File: src/rtl/timestamp_reader_if.sv
// Single-cycle-handshake memory bus used by the 64-bit cycle-counter peripheral.
// A transfer completes in any cycle where m_valid and m_ready are both high.
// Signals:
//   m_valid  initiator request
//   m_ready  responder acknowledge
//   m_addr   byte address
//   m_rdata  read data, valid in the completing cycle
//   m_wdata  write data
//   m_wstrb  byte write strobes (all zero for a read)
// Modports: master (initiator side), slave (responder side).
interface timestamp_reader_if;
  logic        m_valid;
  logic        m_ready;
  logic [31:0] m_addr;
  logic [31:0] m_rdata;
  logic [31:0] m_wdata;
  logic [3:0]  m_wstrb;

  modport master (
    output m_valid, m_addr, m_wdata, m_wstrb,
    input  m_ready, m_rdata
  );

  modport slave (
    input  m_valid, m_addr, m_wdata, m_wstrb,
    output m_ready, m_rdata
  );
endinterface

File: src/rtl/timestamp_reader.sv
// Tear-free 64-bit timestamp reader.
// On req it reads the counter peripheral in hi-lo-hi order. If both high
// reads agree, {hi,lo} is published as stamp; otherwise the low/high pair is
// re-read up to MAX_RETRY times before an err pulse. Every bus transfer is
// followed by one idle cycle so a registered-acknowledge responder can clear.
// Ports:
//   clk, reset  clock and synchronous active-high reset
//   req         start a capture (only sampled while idle)
//   busy        capture in progress
//   done        one-cycle pulse, stamp updated
//   err         one-cycle pulse, retry limit exceeded or bus timeout
//   stamp       last good timestamp
//   bus         master side of the counter bus (read-only use)
module timestamp_reader #(
  parameter logic [31:0] BASE_ADDR = 32'h0000_0000,
  parameter int unsigned MAX_RETRY = 3,
  parameter int unsigned TIMEOUT   = 255
) (
  input  logic               clk,
  input  logic               reset,
  input  logic               req,
  output logic               busy,
  output logic               done,
  output logic               err,
  output logic [63:0]        stamp,
  timestamp_reader_if.master bus
);

  localparam logic [2:0] IDLE   = 3'd0;
  localparam logic [2:0] RD_HI1 = 3'd1;
  localparam logic [2:0] GAP1   = 3'd2;
  localparam logic [2:0] RD_LO  = 3'd3;
  localparam logic [2:0] GAP2   = 3'd4;
  localparam logic [2:0] RD_HI2 = 3'd5;
  localparam logic [2:0] FIN    = 3'd6;

  localparam logic [3:0]  RETRY_LIM = 4'(MAX_RETRY);
  localparam logic [15:0] TMO_LAST  = 16'(TIMEOUT - 1);
  localparam logic [31:0] ADDR_LO   = BASE_ADDR;
  localparam logic [31:0] ADDR_HI   = BASE_ADDR + 32'd4;

  logic [2:0]  state;
  logic [3:0]  retry;
  logic [15:0] tmo_cnt;
  logic [31:0] hi1;
  logic [31:0] hi2;
  logic [31:0] lo;
  logic        xfer_done;
  logic        tmo_hit;

  assign xfer_done = bus.m_valid & bus.m_ready;
  // Wait cycles are counted before this one, so the last allowed cycle is TIMEOUT-1.
  assign tmo_hit   = bus.m_valid & ~bus.m_ready & (tmo_cnt == TMO_LAST);

  assign bus.m_wdata = '0;
  assign bus.m_wstrb = '0;

  always_ff @(posedge clk) begin
    if (reset) begin
      state       <= IDLE;
      busy        <= 1'b0;
      done        <= 1'b0;
      err         <= 1'b0;
      stamp       <= '0;
      retry       <= '0;
      tmo_cnt     <= '0;
      hi1         <= '0;
      hi2         <= '0;
      lo          <= '0;
      bus.m_valid <= 1'b0;
      bus.m_addr  <= '0;
    end else begin
      done <= 1'b0;
      err  <= 1'b0;
      if (tmo_hit) begin
        bus.m_valid <= 1'b0;
        err         <= 1'b1;
        busy        <= 1'b0;
        tmo_cnt     <= '0;
        state       <= IDLE;
      end else begin
        if (xfer_done) begin
          tmo_cnt <= '0;
        end else if (bus.m_valid) begin
          tmo_cnt <= tmo_cnt + 16'd1;
        end

        case (state)
          IDLE: begin
            if (req) begin
              busy        <= 1'b1;
              retry       <= '0;
              bus.m_valid <= 1'b1;
              bus.m_addr  <= ADDR_HI;
              state       <= RD_HI1;
            end
          end
          RD_HI1: begin
            if (xfer_done) begin
              hi1         <= bus.m_rdata;
              bus.m_valid <= 1'b0;
              state       <= GAP1;
            end
          end
          GAP1: begin
            bus.m_valid <= 1'b1;
            bus.m_addr  <= ADDR_LO;
            state       <= RD_LO;
          end
          RD_LO: begin
            if (xfer_done) begin
              lo          <= bus.m_rdata;
              bus.m_valid <= 1'b0;
              state       <= GAP2;
            end
          end
          GAP2: begin
            bus.m_valid <= 1'b1;
            bus.m_addr  <= ADDR_HI;
            state       <= RD_HI2;
          end
          RD_HI2: begin
            if (xfer_done) begin
              hi2         <= bus.m_rdata;
              bus.m_valid <= 1'b0;
              state       <= FIN;
            end
          end
          FIN: begin
            if (hi2 == hi1) begin
              stamp <= {hi1, lo};
              done  <= 1'b1;
              busy  <= 1'b0;
              state <= IDLE;
            end else if (retry < RETRY_LIM) begin
              // The newer high word becomes the reference for the re-read pair.
              hi1         <= hi2;
              retry       <= retry + 4'd1;
              bus.m_valid <= 1'b1;
              bus.m_addr  <= ADDR_LO;
              state       <= RD_LO;
            end else begin
              err   <= 1'b1;
              busy  <= 1'b0;
              state <= IDLE;
            end
          end
          default: begin
            bus.m_valid <= 1'b0;
            busy        <= 1'b0;
            state       <= IDLE;
          end
        endcase
      end
    end
  end

endmodule

File: src/flat_wrapper.sv
// flat-port wrapper written by rule: the top's interface ports become plain ports
module timestamp_reader_flat 
#(
  parameter logic [31:0] BASE_ADDR = 32'h0000_0000,
  parameter int unsigned MAX_RETRY = 3,
  parameter int unsigned TIMEOUT   = 255
)
  (clk, reset, req, busy, done, err, stamp, bus_m_valid, bus_m_addr, bus_m_wdata, bus_m_wstrb, bus_m_ready, bus_m_rdata);
  timestamp_reader_if bus_i ();
  input  logic clk;
  input  logic reset;
  input  logic req;
  output logic busy;
  output logic done;
  output logic err;
  output logic [63:0] stamp;
  output wire logic [$bits(bus_i.m_valid)-1:0] bus_m_valid;
  output wire logic [$bits(bus_i.m_addr)-1:0] bus_m_addr;
  output wire logic [$bits(bus_i.m_wdata)-1:0] bus_m_wdata;
  output wire logic [$bits(bus_i.m_wstrb)-1:0] bus_m_wstrb;
  input wire logic [$bits(bus_i.m_ready)-1:0] bus_m_ready;
  input wire logic [$bits(bus_i.m_rdata)-1:0] bus_m_rdata;
  assign bus_m_valid = bus_i.m_valid;
  assign bus_m_addr = bus_i.m_addr;
  assign bus_m_wdata = bus_i.m_wdata;
  assign bus_m_wstrb = bus_i.m_wstrb;
  assign bus_i.m_ready = bus_m_ready;
  assign bus_i.m_rdata = bus_m_rdata;
  timestamp_reader #(.BASE_ADDR(BASE_ADDR), .MAX_RETRY(MAX_RETRY), .TIMEOUT(TIMEOUT)) u_core (.clk(clk), .reset(reset), .req(req), .busy(busy), .done(done), .err(err), .stamp(stamp), .bus(bus_i));
endmodule
File: config.mk
export PLATFORM = sky130hd
export DESIGN_NAME = timestamp_reader_flat
export DESIGN_NICKNAME = d
export VERILOG_FILES = /design/src/rtl/timestamp_reader_if.sv /design/src/rtl/timestamp_reader.sv /design/src/flat_wrapper.sv
export SDC_FILE = /design/constraint.sdc
export NUM_CORES = 1
export LEC_CHECK = 0
export CAP_MARGIN = 20
export CORE_MARGIN = 2
export CORE_UTILIZATION = 50
export DETAILED_ROUTE_END_ITERATION = 12
export GPL_TIMING_DRIVEN = 0
export PLACE_DENSITY = 0.87
export SETUP_SLACK_MARGIN = 0.4
export SLEW_MARGIN = 20
export SYNTH_ARGS = -nofsm -noshare
export SYNTH_HDL_FRONTEND = slang
export SYNTH_SLANG_ARGS = --single-unit
File: constraint.sdc
create_clock -name clk -period 3.1 [get_ports clk]
set_clock_uncertainty 0.15 [all_clocks]
set_input_delay 0.62 -clock clk [delete_from_list [all_inputs] [get_ports clk]]
set_output_delay 0.62 -clock clk [all_outputs]
set_load 0.02 [all_outputs]
==> flow_summary_export.csv <==
group,metric,value,unit
detailed_routing,vias,7068,
timing,slew_violations,0,
critical_path,cp_max_fo,10,
timing,worst_pin_slew,0.764,ns
cts,path_clk_slew,0.07,ns
timing,finalCriticalPeriod,2.63,ns
pwr,pwr-share-clk,41.9,%
pwr,p_seq_share,48.8,%
synth,ys_seq_area_share,45.3,%
layout,nFillCells,1256,
layout,final_area,10500,um2
timing,setup_violations,0,
cts,cts_buffer_depth,2,
critical_path,critical_path_class,"reg2reg",
placement,place_area,9860,um2
critical_path,crit_path_top_delay_cell,"nor4_1",
floorplan,start_util,50.6,%
timing,fin_tns_setup,0,ns
critical_path,max_stage_delay,0.36,ns
timing,fmax,381,MHz
global_routing,gr-usage-all-layers,23.8,%
pwr,power_switching_share,25.5,%
detailed_routing,vias_per_cell,5.10,
cts,cts_hold_buf,0,
pwr,vdd_drop_max,0.403,mV
pwr,power_density,479,nW/um2
placement,io_buffers,104,
cts,cts-root-buf,"clkbuf_16",
detailed_routing,drtAntennaViolNets,0,
timing,slew_headroom,48.6,%
synth,yosysUniqueCellTypes,41,
synth,yosysWarningCount,0,
synth,avgSynthCellArea,8.64,um2
cts,cts_max_level,4,
timing,min_period_over_period,84.7,%
pwr,leakage,4.25,nW
critical_path,start_kind,"flop",
synth,syn_inst,961,
pwr,intPower,0.00375,W
placement,dp_hpwl,15.2,mm
critical_path,worst_setup_path_end_kind,"flop",
critical_path,path_cells,"xor2_1 -> nor4_1 -> nand4_1 -> buf_4 -> o21ai_4 -> o31a_2 -> buf_4 -> mux2_1",
critical_path,crit_top_cell,"buf_4",
floorplan,die_w,133,um
layout,n_antenna_cell,0,
floorplan,rows,47,
floorplan,die_h,133,um
hold_path,hold_path.class,"reg2reg",
global_routing,grt_pass1_wl,33.3,mm
synth,synth_seq_cells,188,
cts,cts_buffers,17,
cts,clock-sinks,188,
detailed_routing,drc_errors,0,
layout,final_nets,1193,
detailed_routing,wl_per_cell,15.5,um
global_routing,grt_pass1_vias,6587,
global_routing,overflow,0,
job,max-cap-violations,0,
critical_path,cp.required,3.27,ns
pwr,p_switching,0.00128,W
cts,cts_tree,"yes",
floorplan,ios,172,
layout,layout-drive-gt1-share,11.6,%
layout,area_growth,26.4,%
timing,fin_ws,0.473,ns
timing,hold_violations,0,
detailed_routing,firstDrtPassIters,6,
placement,gp_congestion,0.947,
timing,rsz0062_at_grt,"false",
placement,dp_worst_setup_slack,-0.0509,ns
floorplan,coreArea,16400,um2
pwr,p_comb_share,9.2,%
floorplan,dieArea,17600,um2
synth,synth_area,8300,um2
global_routing,grt_max_degree,18,
critical_path,crit_arrival,2.79,ns
global_routing,antenna_found_initial,0,
outcome,status,"complete, no violations",
cts,clock_latency,0.44,ns
detailed_routing,wl,21.4,mm
detailed_routing,drt_iter0_drc,785,
cell usage after synthesis, drive strengths merged:
cell type | number | area, um2
dfxtp | 188 | 3760
nor2 | 93 | 349
or4 | 1 | 7.51
conb | 1 | 3.75
xnor2 | 5 | 43.8
a211o | 1 | 8.76
mux2i | 65 | 651
o21ai | 2 | 13.8
o311ai | 1 | 8.76
inv | 4 | 15.0
nand3b | 1 | 7.51
nor4b | 1 | 8.76
a21oi | 101 | 505
and3 | 2 | 12.5
buf | 79 | 626
mux2 | 34 | 383
or2 | 2 | 12.5
nand4 | 8 | 50.1
nand2 | 212 | 796
ha | 3 | 37.5
nor3 | 8 | 51.3
nand3 | 5 | 25.0
nor3b | 2 | 15.0
clkbuf | 44 | 165
o221a | 1 | 11.3
o31a | 2 | 18.8
nor4 | 14 | 93.8
and2 | 1 | 6.26
nor2b | 34 | 213
a31oi | 1 | 6.26
or4b | 1 | 10.0
xor2 | 41 | 359
a211oi | 3 | 22.5
logic make-up (layout without fill, tap and decap cells):
logic type,after synthesis,in the layout,share of synthesized area (%)
buffers and inverters,127,265,9.71
other,1,67,0.0452
AOI/OAI and AO/OA,112,112,7.18
adders and majority gates,3,3,0.452
xor gates and xnor gates,46,46,4.85
and+or+nand+nor,385,385,20.0
DFF,188,188,45.3
muxes,99,99,12.5
critical path, delay by kind of cell, from the launching register on:
kind / cells / cell delay [ns]
compound gates: 2 / 0.53
xor+xnor: 1 / 0.21
buf+inv: 2 / 0.42
flops: 1 / 0.34
mux: 1 / 0.36
simple gates: 2 / 0.51
metal layers:
layer / wire length [um] / up-vias / global-route usage [%]
met3: 1880 / 53 / 4.67
li1: - / 3421 / -
met4: 668 / 0 / 10.6
met2: 10200 / 326 / 39.5
met5: 0 / - / 0
met1: 8610 / 3268 / 30.0
per-stage QoR:
step	total power, W	instances	hold WS [ns]	utilization (%)
floorplan	0.00280	1027	0.286	-
global placement	0.00293	1351	0.292	60.1
detailed placement	0.00294	1351	0.297	60.1
CTS	0.00501	1381	0.307	63.5
global route	0.00517	1385	0.325	64.0
finish	0.00503	1385	0.307	64.0
timing repair:
item,4_1_cts,5_1_grt
cloned,0,0
gates resized for setup,2,15
buffers inserted,0,4
endpoints found under the setup margin,11,111
pin swaps,0,3
flip-flops by register name, indices dropped and copies added (netlist names):
signal / count
u_core.stamp: 64
u_core.hi1: 32
u_core.hi2: 32
u_core.lo: 32
u_core.tmo_cnt: 16
u_core.retry: 4
u_core.state: 3
u_core.bus.m_addr: 1
u_core.bus.m_valid: 1
u_core.busy: 1
u_core.done: 1
u_core.err: 1
cell usage in the layout, fill, tap and decap left out, drive strengths merged, types with 8 or more instances in the layout:
master / count
a21oi: 101
buf: 83
clkbuf: 61
clkdlybuf4s50: 104
conb: 67
dfxtp: 188
inv: 12
mux2: 34
mux2i: 65
nand2: 212
nand4: 8
nor2: 93
nor2b: 34
nor3: 8
nor4: 14
xor2: 41
layout make-up:
cell class / instances / area, um2 / area share, %
buffer: 123 / 801 / 7.63
timing repair buffer: 108 / 1070 / 10.2
inverter: 4 / 15.0 / 0.143
multi-input combinational: 712 / 4010 / 38.2
clock inverter: 13 / 134 / 1.28
tap: 220 / 275 / 2.62
sequential: 188 / 3760 / 35.9
clock buffer: 17 / 425 / 4.05
power by group through the flow:
stage / clock, W / sequential (W) / combinational, W
after floorplan: 0 / 0.00251 / 0.000294
after global placement: 0 / 0.00251 / 0.000424
after detailed placement: 0 / 0.00251 / 0.000427
after CTS: 0.00212 / 0.00245 / 0.000431
after global routing: 0.00222 / 0.00246 / 0.000494
final: 0.00211 / 0.00246 / 0.000465
worst paths after layout:
kind	cells past startpoint	startpoint	endpoint	slack, ns
setup / recovery	8	u_core.hi1[30]$_SDFFE_PP0P_	u_core.hi1[4]$_SDFFE_PP0P_	0.47
hold / removal	2	u_core.lo[7]$_SDFFE_PP0P_	u_core.lo[7]$_SDFFE_PP0P_	0.31
setup reg to reg	8	u_core.hi1[30]$_SDFFE_PP0P_	u_core.hi1[4]$_SDFFE_PP0P_	0.47
hold reg to reg	2	u_core.lo[7]$_SDFFE_PP0P_	u_core.lo[7]$_SDFFE_PP0P_	0.31
(Power assumes the default switching activity.)
